File: config.mk
export PLATFORM = sky130hd
export DESIGN_NAME = term_sequencer
export DESIGN_NICKNAME = d
export VERILOG_FILES = /design/src/rtl/term_sequencer_pkg.sv /design/src/rtl/term_counter.sv /design/src/rtl/term_sequencer.sv
export SDC_FILE = /design/constraint.sdc
export NUM_CORES = 1
export LEC_CHECK = 0
export CAP_MARGIN = 20
export CORE_MARGIN = 8
export CORE_UTILIZATION = 40
export DETAILED_ROUTE_END_ITERATION = 12
export PLACE_DENSITY = 0.71
export SKIP_LAST_GASP = 1
export SLEW_MARGIN = 20
export SYNTH_ARGS = -nofsm -noshare
export SYNTH_HDL_FRONTEND = slang
export SYNTH_HIERARCHICAL = 1
export SYNTH_SLANG_ARGS = --single-unit
File: constraint.sdc
create_clock -name clk -period 3 [get_ports clk]
set_input_delay 0.9 -clock clk [delete_from_list [all_inputs] [get_ports clk]]
set_output_delay 0.9 -clock clk [all_outputs]
set_load 0.005 [all_outputs]
File: src/rtl/term_sequencer_pkg.sv
// Shared constants for the term sequencer: FSM encodings, default term
// count and the controller phase names the sequencer works alongside.
package term_sequencer_pkg;

  localparam int N_TERMS_DEF = 8;
  localparam int IW_DEF      = 4;

  // Sequencer states; the encodings are fixed so other blocks can decode them.
  typedef enum logic [1:0] {
    S_IDLE = 2'd0,
    S_RUN  = 2'd1,
    S_FIN  = 2'd2
  } seq_state_e;

  // Datapath controller phases that issue the ldTmp/selTmp/ldX strobes.
  typedef enum logic [1:0] {
    C_INIT = 2'd0,
    C_LD   = 2'd1,
    C_MUL  = 2'd2,
    C_ADD  = 2'd3
  } ctrl_phase_e;

endpackage

File: src/rtl/term_counter.sv
// IW-bit term index counter: synchronous clear, enable, saturates at LIMIT.
// hit_o flags the increment that lands on LIMIT; tc_o flags count == LIMIT.
module term_counter #(
  parameter int IW    = 4,
  parameter int LIMIT = 8
) (
  input  logic          clk,
  input  logic          rst,
  input  logic          clr_i,
  input  logic          en_i,
  output logic [IW-1:0] cnt_o,
  output logic          tc_o,
  output logic          hit_o
);

  localparam logic [IW-1:0] LIM = IW'(LIMIT);

  logic [IW-1:0] cnt_q, cnt_d;

  // Next count: clear wins over enable; increments stop at LIMIT.
  always_comb begin
    cnt_d = cnt_q;
    if (clr_i)
      cnt_d = '0;
    else if (en_i && (cnt_q != LIM))
      cnt_d = cnt_q + 1'b1;
  end

  // Count register.
  always_ff @(posedge clk) begin
    if (rst) cnt_q <= '0;
    else     cnt_q <= cnt_d;
  end

  assign cnt_o = cnt_q;
  assign tc_o  = (cnt_q == LIM);
  assign hit_o = (cnt_d == LIM) && (cnt_q != LIM);

endmodule

File: src/rtl/term_sequencer.sv
// Term sequencer: counts completed series terms (ldX pulses), reports done
// to the controller, and issues a one-cycle valid when the controller
// acknowledges completion with ldTmp. All outputs come straight from flops.
module term_sequencer
  import term_sequencer_pkg::*;
#(
  parameter int N_TERMS = N_TERMS_DEF,
  parameter int IW      = IW_DEF
) (
  input  logic          clk,
  input  logic          rst,
  input  logic          start,
  input  logic          ldTmp,
  input  logic          selTmp,
  input  logic          ldX,
  output logic          done,
  output logic [IW-1:0] iter,
  output logic          busy,
  output logic          valid,
  output logic          err
);

  seq_state_e state_q, state_d;
  logic       done_q, done_d;
  logic       busy_q, busy_d;
  logic       valid_q, valid_d;
  logic       err_q, err_d;

  logic cnt_clr, cnt_en, cnt_tc, cnt_hit;

  // A start is only accepted from IDLE; terms only count while running.
  assign cnt_clr = (state_q == S_IDLE) && start;
  assign cnt_en  = (state_q == S_RUN) && ldX;

  term_counter #(
    .IW    (IW),
    .LIMIT (N_TERMS)
  ) u_cnt (
    .clk   (clk),
    .rst   (rst),
    .clr_i (cnt_clr),
    .en_i  (cnt_en),
    .cnt_o (iter),
    .tc_o  (cnt_tc),
    .hit_o (cnt_hit)
  );

  // State register.
  always_ff @(posedge clk) begin
    if (rst) state_q <= S_IDLE;
    else     state_q <= state_d;
  end

  // Next state: RUN ends on the ldX that completes the last term; FIN waits
  // for the controller's ldTmp (which also masks a coincident start).
  always_comb begin
    state_d = state_q;
    unique case (state_q)
      S_IDLE: if (start)              state_d = S_RUN;
      S_RUN:  if (cnt_hit || cnt_tc)  state_d = S_FIN;
      S_FIN:  if (ldTmp)              state_d = S_IDLE;
      default:                        state_d = S_IDLE;
    endcase
  end

  // Output next values, decoded from the upcoming state so they register
  // in lockstep with it.
  always_comb begin
    done_d  = (state_d == S_FIN);
    busy_d  = (state_d == S_RUN) || (state_d == S_FIN);
    valid_d = (state_q == S_FIN) && ldTmp;
    err_d   = err_q;
    if (cnt_clr)
      err_d = 1'b0;
    // A stray ldX outside RUN, or ldX together with selTmp, is a violation.
    if (ldX && ((state_q != S_RUN) || selTmp))
      err_d = 1'b1;
  end

  // Output registers.
  always_ff @(posedge clk) begin
    if (rst) begin
      done_q  <= 1'b0;
      busy_q  <= 1'b0;
      valid_q <= 1'b0;
      err_q   <= 1'b0;
    end else begin
      done_q  <= done_d;
      busy_q  <= busy_d;
      valid_q <= valid_d;
      err_q   <= err_d;
    end
  end

  assign done  = done_q;
  assign busy  = busy_q;
  assign valid = valid_q;
  assign err   = err_q;

endmodule

==> impl_metrics.py, run 1 <==
metrics = {
    "outcome": {
        "status": "finished, final reports clean",
    },
    "logic_synthesis": {
        "ys.warnings.count": 6,
        "ys_types": 28,
        "yosys-top-cells-area": "dfxtp_1, ha_1, a21oi_1, nand3b_4, nor2_8",
        "synth_area_per_cell_um2": 9.555,
        "synth.cells.most_frequent": "dfxtp_1, a21oi_1, nor2_1",
        "ys_seq_area_frac": 0.3810,
        "synth_area_um2": 525.5,
        "syn_nets": 64,
        "yosysMostFrequentCell": "dfxtp_1",
        "synthCells": 55,
        "synthArstFlopShare": 0,
        "synth_seq_cells": 10,
        "synthFlopType": "dfxtp_1",
        "netlist.area_leader.share": 0.3810,
        "synth_top_area_cell": "dfxtp_1",
        "synth-edff-count": 0,
    },
    "clock_network": {
        "root_buffer": "clkbuf_4",
        "htreeDepth": 1,
        "clkTransAtPathRegs_ns": 0.07,
        "cts_hold_buffers": 0,
        "cts-buffers-inserted": 3,
        "cts_tree": "built",
        "clk_latency_ns": 0.27,
        "cts_sinks": 10,
        "clk_path_buf_depth": 2,
    },
    "layout": {
        "antennaDiodeCount": 0,
        "nNetsFinal": 87,
        "area_growth_pct": 50.24,
        "drive_gt1_frac": 0.2597,
        "utilization": 0.6223,
        "fin_area_um2": 789.5,
    },
    "hold_path": {
        "hold-path-cell-count": 2,
        "hp-class": "reg -> reg",
        "whs_endpoint": "err",
        "hp-start": "err",
    },
    "setup_path": {
        "critPathRequiredTime_ns": 3.20,
        "r2r_end": "busy",
        "endpoint_kind": "flop",
        "cp_max_fo": 6,
        "reg2reg_from": "state_q[0]",
        "start_kind": "flop",
        "r2r_setup_slack_ns": 0.37,
        "path_class": "reg -> reg",
        "reg2reg_depth": 10,
        "cp.arrival_ns": 2.83,
    },
    "timing": {
        "period_minus_slack_ns": 2.630,
        "setup_viol": 0,
        "final-hold-violation-count": 0,
        "fin_skew_ns": 0.003002,
        "fmax_mhz": 380.2,
        "grt_setup_unrepaired": "no",
        "finalSetupTns_ns": 0,
        "slew_violations": 0,
        "finalCritPeriodShare": 0.8767,
        "worstMarginPinSlew_ns": 0.4351,
        "fin_ws_ns": 0.3698,
        "relSlewSlack": 0.7086,
    },
    "drt": {
        "drtIter0Drc": 8,
        "routed_wl_mm": 1.172,
        "wire_per_inst_um": 12.74,
        "drtPass1Iterations": 4,
        "drc_errors": 0,
        "avgViaCountPerCell": 5.000,
        "route.antenna.remaining_nets": 0,
        "vias": 460,
    },
    "place": {
        "port-buffer-count": 13,
        "gp_congestion": 0.7047,
        "dp_hpwl_um": 867.8,
        "dpl_cell_area_um2": 711.9,
        "dpl_worst_slack_ns": -0.3195,
    },
    "floorplanning": {
        "pin_count": 14,
        "dieArea_mm2": 0.002730,
        "die_w_um": 52.25,
        "core_mm2": 0.001269,
        "die_h_um": 52.25,
        "start_util": 0.4142,
        "rows": 13,
    },
    "global_route": {
        "grt_max_degree": 8,
        "grt.total_usage": 0.08638,
        "grt-ovfl-total": 0,
        "antenna_found_initial": 0,
        "grt_pass1_wl_mm": 1.807,
        "grt_pass1_vias": 436,
    },
    "power_and_ir_drop": {
        "powerDensity_mw_per_mm2": 384.8,
        "ir_drop_mv": 0.2799,
        "power_leakage_nw": 0.3066,
    },
    "run": {
        "maxCapViolCount": 0,
    },
}
[metal layers]
| layer | up-vias | global-route usage | wire length [um] |
|---|---|---|---|
| met2 | 11 | 0.1520 | 588 |
| li1 | 242 | - | - |
| met5 | - | 0 | 0 |
| met1 | 207 | 0.08929 | 510 |
| met3 | 0 | 0.02273 | 72 |
| met4 | 0 | 0.05172 | 0 |
[logic make-up after synthesis]
kind of cell | share of synthesized area
XOR/XNOR | 0.01667
flip-flops | 0.3809
adder cells (fa/ha/maj) | 0.07144
AND/OR/NAND/NOR | 0.2857
AO/OA/AOI/OAI | 0.2095
buffers and inverters | 0.03572
[cell usage in the layout (no fill, tap or decap), types with 2 or more instances in the layout]
| cell type | count |
|---|---|
| clkdlybuf4s50_1 | 12 |
| dfxtp_1 | 10 |
| buf_4 | 5 |
| nor2_1 | 4 |
| a21oi_1 | 4 |
| nand2_1 | 3 |
| inv_1 | 3 |
| o21ai_0 | 3 |
| ha_1 | 3 |
| clkbuf_4 | 3 |
| nor2b_1 | 2 |
| inv_2 | 2 |
| nand3_1 | 2 |
[registers in the layout, indices dropped and copies added (netlist names)]
signal	count
busy	1
done	1
err	1
state_q	2
u_cnt/cnt_o	4
valid	1
[worst max-delay path: stages (launching register included)]
cell and delay (ns):
dfxtp_1 0.44, nor2b_1 0.30, and2_4 0.20, inv_2 0.03
or4_4 0.50, a2111oi_4 0.39, buf_4 0.20, nor2_8 0.04
a21oi_4 0.15, ha_1 0.24, nor2_1 0.09
[through the flow]
| stage | power (mW) | std cells | hold WS, ns |
|---|---|---|---|
| 2_1_floorplan | 0.1589 | 55 | 0.4485 |
| 3_3_place_gp | 0.1786 | 88 | 0.4520 |
| 3_5_place_dp | 0.1794 | 88 | 0.4565 |
| 4_1_cts | 0.3037 | 92 | 0.4737 |
| 5_1_grt | 0.3146 | 92 | 0.5141 |
| 6_report | 0.3038 | 92 | 0.4709 |
[worst max path at each step]
stage	from	to	slack, ns	cells after the start
after floorplan	ldX	busy	0.16	8
after global placement	ldX	busy	-0.23	10
after detailed placement	ldX	busy	-0.32	10
after CTS	ldX	busy	0.05	10
after global routing	state_q[0]	busy	0.26	10
final	state_q[0]	busy	0.37	10
[cell type report]
cell class	instances	area, um2
Clock buffer	4	36.28
Fill cell	112	479.2
Inverter	5	18.77
Multi-Input combinational cell	40	345.3
Sequential cell	10	200.2
Tap cell	15	18.77
Timing Repair Buffer	18	170.2
[power by group]
part / switching, mW / internal, mW / leakage (nW)
logic: 0.0186 / 0.0220 / 0.204
registers: 0.00342 / 0.137 / 0.0815
clock network: 0.0493 / 0.0737 / 0.0210
total: 0.0714 / 0.232 / 0.307
[timing repair]
action                                 in CTS  in global routing
endpoints found under the hold margin       0                  0
pin swaps                                   0                  3
setup endpoints to repair                   1                  2
setup buffers                               0                  0
resized for setup                           2                  4
Power figures use the tool's default switching activity.
==> run 2: changes to the inputs <==
--- a/config.mk
+++ b/config.mk
@@ -6,10 +6,10 @@
 export NUM_CORES = 1
 export LEC_CHECK = 0
 export CAP_MARGIN = 20
-export CORE_MARGIN = 8
-export CORE_UTILIZATION = 40
+export CORE_AREA = 8 8 45 47
 export DETAILED_ROUTE_END_ITERATION = 12
-export PLACE_DENSITY = 0.71
+export DIE_AREA = 0 0 53 55
+export PLACE_DENSITY = 0.67
 export SKIP_LAST_GASP = 1
 export SLEW_MARGIN = 20
 export SYNTH_ARGS = -nofsm -noshare
==> constraint.sdc (replaced) <==
create_clock -name clk -period 2.6 [get_ports clk]
set_input_delay 0.78 -clock clk [delete_from_list [all_inputs] [get_ports clk]]
set_output_delay 0.78 -clock clk [all_outputs]
set_load 0.005 [all_outputs]
==> run 2 against run 1 <==
First-iteration DRC count is the same. Sequential share of layout area grew 0.24 points. Worst hold slack lost 0.0058 ns. Design area shrank 0.95%. Via count grew 1.5%. Total power grew 16%. Clock-buffer cell count is the same. Cell count grew 3.3%. Clock skew grew 0.0039 ns. Non-clock buffer count grew 2. Die area grew 6.8%. Highest routed layer is now met4.
==> impl_metrics.py, run 2 (synthesis results as in run 1) <==
metrics = {
    "timing": {
        "worstMarginPinSlew_ns": 0.4134,
        "fin_skew_ns": 0.006900,
        "period_minus_slack_ns": 2.483,
        "final-hold-violation-count": 0,
        "finalCritPeriodShare": 0.9549,
        "fmax_mhz": 402.8,
        "fin_ws_ns": 0.1172,
        "relSlewSlack": 0.7244,
        "slew_violations": 0,
        "fin_hold_ws_ns": 0.4651,
        "grt_setup_unrepaired": "no",
        "setup_viol": 0,
    },
    "global_route": {
        "grt_pass1_wl_mm": 1.814,
        "grt.total_usage": 0.08539,
        "antenna_found_initial": 0,
        "grt-ovfl-total": 0,
        "grt_pass1_vias": 459,
        "grt_max_degree": 8,
    },
    "setup_path": {
        "crit_family": "simple AND/OR/NAND/NOR gates",
        "reg2reg_depth": 10,
        "slowest_delay_ns": 0.53,
        "critPathRequiredTime_ns": 2.80,
        "endpoint_kind": "flop",
        "cp_slowest_cell": "or4_4",
        "cp_cell_sequence": "dlygate4sd2_1 > and2_4 > inv_2 > or4_4 > a2111oi_4 > nor2_8 > a21oi_2 > ha_1 > nor2_1",
        "path_class": "in -> reg",
        "start_kind": "input port",
        "cp_max_fo": 2,
        "path_buf_inv": 2,
        "cp.arrival_ns": 2.68,
        "cp_num_cells": 9,
    },
    "drt": {
        "route.antenna.remaining_nets": 0,
        "vias": 467,
        "avgViaCountPerCell": 4.916,
        "wire_per_inst_um": 11.51,
        "drtPass1Iterations": 3,
        "wl_met3_um": 56,
        "drt-met1-wl_um": 509,
        "dr_wl_met2_um": 510,
        "routed_wl_mm": 1.093,
        "drc_errors": 0,
        "top_layer": "met4",
        "drtIter0Drc": 8,
    },
    "layout": {
        "final_common_cell": "clkdlybuf4s50_1",
        "area_growth_pct": 48.81,
        "nNetsFinal": 89,
        "final_cell_mix": "clkdlybuf4s50_1, dfxtp_1, buf_4",
        "largest_register_ffs": 4,
        "n_fill_cell": 123,
        "antennaDiodeCount": 0,
        "drive_gt1_frac": 0.2785,
        "layout.cells.non_filler": 95,
    },
    "floorplanning": {
        "dieArea_mm2": 0.002915,
        "start_util": 0.3797,
        "pin_count": 14,
        "core_mm2": 0.001384,
        "rows": 14,
        "die_w_um": 53,
        "die_h_um": 55,
    },
    "outcome": {
        "status": "finished, final reports clean",
    },
    "power_and_ir_drop": {
        "p_int_uw": 272.3,
        "p_seq_frac": 0.456,
        "pwr-share-comb": 0.147,
        "p_sw_frac": 0.2250,
        "power_uw": 351.4,
        "ir_drop_mv": 0.2456,
        "p_clk_frac": 0.398,
        "power_leakage_nw": 0.3051,
        "switchingPower_uw": 79.07,
        "powerDensity_mw_per_mm2": 449.3,
    },
    "place": {
        "port-buffer-count": 13,
        "dpl.cell_count": 90,
        "gp_congestion": 0.7436,
        "dp_hpwl_um": 900.2,
        "dpl_worst_slack_ns": -0.4774,
    },
    "clock_network": {
        "cts-buffers-inserted": 3,
        "cts_sinks": 10,
        "clk_path_buf_depth": 2,
        "cts_tree": "built",
        "clkTransAtPathRegs_ns": 0.07,
        "clk_latency_ns": 0.27,
        "root_buffer": "clkbuf_4",
        "htreeDepth": 1,
    },
    "run": {
        "maxCapViolCount": 0,
    },
    "hold_path": {
        "hold-path-cell-count": 2,
        "hp-class": "reg -> reg",
    },
}
## run 2: repair_timing
| action | CTS | global route |
|---|---|---|
| setup endpoints to repair | 3 | 0 |
| setup buffers | 1 | 0 |
| resized for setup | 2 | 0 |
| hold buffers | 0 | 0 |
## run 2: routing by layer
metal  GRT usage  up-vias
met5           0        -
met1     0.09008      206
met3     0.03209        2
met2      0.1426       13
li1            -      246
met4     0.05172        0
## run 2: layout make-up
type | count | area, um2 | share of cell area
inverters | 5 | 18.77 | 0.02400
clock buffers | 4 | 36.28 | 0.04640
flip-flops and latches | 10 | 200.2 | 0.2560
repair buffers | 20 | 181.4 | 0.2320
well taps | 16 | 20.02 | 0.02560
multi-input cells | 40 | 325.3 | 0.4160
## run 2: stage by stage
step,cell area (um2),setup TNS (ns),util
2_1_floorplan,543.0,0,-
5_1_grt,782.0,0,0.5651
4_1_cts,782.0,0,0.5651
3_5_place_dp,738.2,-1.486,0.5335
3_3_place_gp,738.2,-1.361,0.5335
6_report,782.0,0,0.5651
## run 2: power groups by stage
| stage | registers (mW) | clock network, mW | logic [mW] |
|---|---|---|---|
| floorplan | 0.165 | 0 | 0.0208 |
| global placement | 0.164 | 0 | 0.0496 |
| detailed placement | 0.164 | 0 | 0.0499 |
| CTS | 0.160 | 0.144 | 0.0522 |
| global route | 0.161 | 0.153 | 0.0567 |
| finish | 0.160 | 0.140 | 0.0515 |
## run 2: worst paths after layout
| kind | start | end | slack [ns] |
|---|---|---|---|
| hold / removal | err | err | 0.47 |
| hold reg to reg | err | err | 0.47 |
| setup / recovery | ldX | busy | 0.12 |
| setup reg to reg | u_cnt/cnt_o[0] | busy | 0.16 |
## run 2: worst min-delay path: stages (launching register included)
cell,delay (ns)
dfxtp_1,0.31
o41ai_1,0.06
a21oi_1,0.05
==> run 3: changes to the inputs <==
--- a/config.mk
+++ b/config.mk
@@ -9,7 +9,8 @@
 export CORE_AREA = 8 8 45 47
 export DETAILED_ROUTE_END_ITERATION = 12
 export DIE_AREA = 0 0 53 55
-export PLACE_DENSITY = 0.67
+export DONT_BUFFER_PORTS = 1
+export RECOVER_POWER = 100
 export SKIP_LAST_GASP = 1
 export SLEW_MARGIN = 20
 export SYNTH_ARGS = -nofsm -noshare
==> run 3 against run 2 <==
Total power is 7.6% lower. Largest power group unchanged. Worst hold slack better by 0.011 ns. Clock skew is 0.0064 ns lower.
==> impl_metrics.py, run 3 (synthesis results as in run 1) <==
metrics = {
    "outcome": {
        "status": "finished, final reports clean",
    },
    "hold_path": {
        "hp-start": "err",
        "hp-class": "reg -> reg",
    },
    "layout": {
        "drive_gt1_frac": 0.2615,
        "final_common_cell": "dfxtp_1",
        "layout.cells.non_filler": 81,
        "largest_register_ffs": 4,
        "area_growth_pct": 18.10,
        "n_fill_cell": 152,
        "nNetsFinal": 75,
        "antennaDiodeCount": 0,
        "final_cell_mix": "dfxtp_1, nor2_1, a21oi_1, clkbuf_1",
    },
    "global_route": {
        "grt-ovfl-total": 0,
        "antenna_found_initial": 0,
        "grt_pass1_vias": 386,
        "grt_pass1_wl_mm": 1.600,
        "grt.total_usage": 0.07616,
        "grt_max_degree": 8,
    },
    "clock_network": {
        "cts.repair.resized": 0,
        "cts-buffers-inserted": 3,
        "post_cts_buffers": 0,
        "root_buffer": "clkbuf_4",
        "cts_hold_buffers": 0,
        "cts_sinks": 10,
        "clkTransAtPathRegs_ns": 0.06,
        "htreeDepth": 1,
        "clk_latency_ns": 0.26,
        "cts_tree": "built",
        "clk_path_buf_depth": 2,
    },
    "power_and_ir_drop": {
        "powerDensity_mw_per_mm2": 523.1,
        "power_uw": 324.6,
        "ir_drop_mv": 0.2745,
        "power_leakage_nw": 0.2321,
        "p_seq_frac": 0.494,
        "p_int_uw": 255.7,
        "p_sw_frac": 0.2125,
        "pwr-share-comb": 0.092,
        "p_clk_frac": 0.415,
        "switchingPower_uw": 68.97,
    },
    "timing": {
        "grt_setup_unrepaired": "no",
        "fin_skew_ns": 0.0004588,
        "period_minus_slack_ns": 2.404,
        "setup_viol": 0,
        "finalSetupTns_ns": 0,
        "fin_hold_ws_ns": 0.4765,
        "final-hold-violation-count": 0,
        "slew_violations": 0,
        "worstMarginPinSlew_ns": 0.4086,
        "fmax_mhz": 416.0,
        "finalCritPeriodShare": 0.9246,
        "relSlewSlack": 0.7276,
    },
    "floorplanning": {
        "die_h_um": 55,
        "rows": 14,
        "dieArea_mm2": 0.002915,
        "die_w_um": 53,
        "core_mm2": 0.001384,
        "pin_count": 14,
        "start_util": 0.3797,
    },
    "setup_path": {
        "crit_top_cell": "ha_1",
        "cp_max_fo": 5,
        "crit_start": "u_cnt/cnt_o[0]",
        "start_kind": "flop",
        "path_class": "reg -> reg",
        "critPathRequiredTime_ns": 2.80,
        "cp.arrival_ns": 2.60,
        "cp_slowest_cell": "a2111oi_4",
        "reg2reg_from": "u_cnt/cnt_o[0]",
        "cp_cell_sequence": "inv_1 > ha_1 > nand3b_2 > inv_2 > or4_4 > a2111oi_4 > nor2_8 > a21oi_2 > ha_1 > nor2_1",
        "endpoint_kind": "flop",
        "slowest_delay_ns": 0.49,
    },
    "place": {
        "dp_hpwl_um": 852.2,
        "gp_congestion": 0.6987,
        "port-buffer-count": 0,
        "dpl.cell_count": 77,
    },
    "drt": {
        "routed_wl_mm": 1.015,
        "avgViaCountPerCell": 4.975,
        "route.antenna.remaining_nets": 0,
        "drtIter0Drc": 5,
        "drtPass1Iterations": 4,
        "wire_per_inst_um": 12.53,
        "vias": 403,
        "drc_errors": 0,
    },
    "run": {
        "maxCapViolCount": 0,
    },
}
[run 3: through the flow]
stage | utilization | worst slack (ns) | area (um2)
finish | 0.4485 | 0.1960 | 620.6
global route | 0.4485 | 0.07440 | 620.6
CTS | 0.4656 | 0.1970 | 644.4
detailed placement | 0.4394 | 0.003330 | 608.1
global placement | 0.4394 | 0.02495 | 608.1
floorplan | - | 0.01723 | 543.0
[run 3: path summary, 6_finish.rpt]
check | end | slack, ns | depth (start not counted)
max | busy | 0.20 | 10
min | err | 0.48 | 2
max reg2reg | busy | 0.20 | 10
min reg2reg | err | 0.48 | 2
[run 3: power by group through the flow]
stage	clock [mW]	combinational, mW	sequential (mW)
floorplan	0	0.0208	0.165
global placement	0	0.0315	0.164
detailed placement	0	0.0319	0.164
CTS	0.141	0.0316	0.160
global route	0.149	0.0333	0.161
finish	0.135	0.0298	0.160
[run 3: critical path: cells and delay by family, from the launching register on]
| family | cells | cell delay [ns] |
|---|---|---|
| and+or+nand+nor | 4 | 0.70 |
| DFF | 1 | 0.33 |
| adders and majority gates | 2 | 0.49 |
| buffers and inverters | 2 | 0.18 |
| AOI/OAI and AO/OA | 2 | 0.65 |
[run 3: layer usage]
| layer | global-route usage | up-vias | wire [um] |
|---|---|---|---|
| met3 | 0.03476 | 2 | 69 |
| li1 | - | 217 | - |
| met1 | 0.07198 | 177 | 440 |
| met2 | 0.1250 | 7 | 495 |
| met4 | 0.06466 | 0 | 10 |
| met5 | 0 | - | 0 |
[run 3: cell type report]
type / count / area [um2] / area share
multi-input cells: 40 / 315.3 / 0.5081
inverters: 5 / 18.77 / 0.03024
well taps: 16 / 20.02 / 0.03226
flip-flops and latches: 10 / 200.2 / 0.3226
clock buffers: 4 / 36.28 / 0.05847
repair buffers: 6 / 30.03 / 0.04839
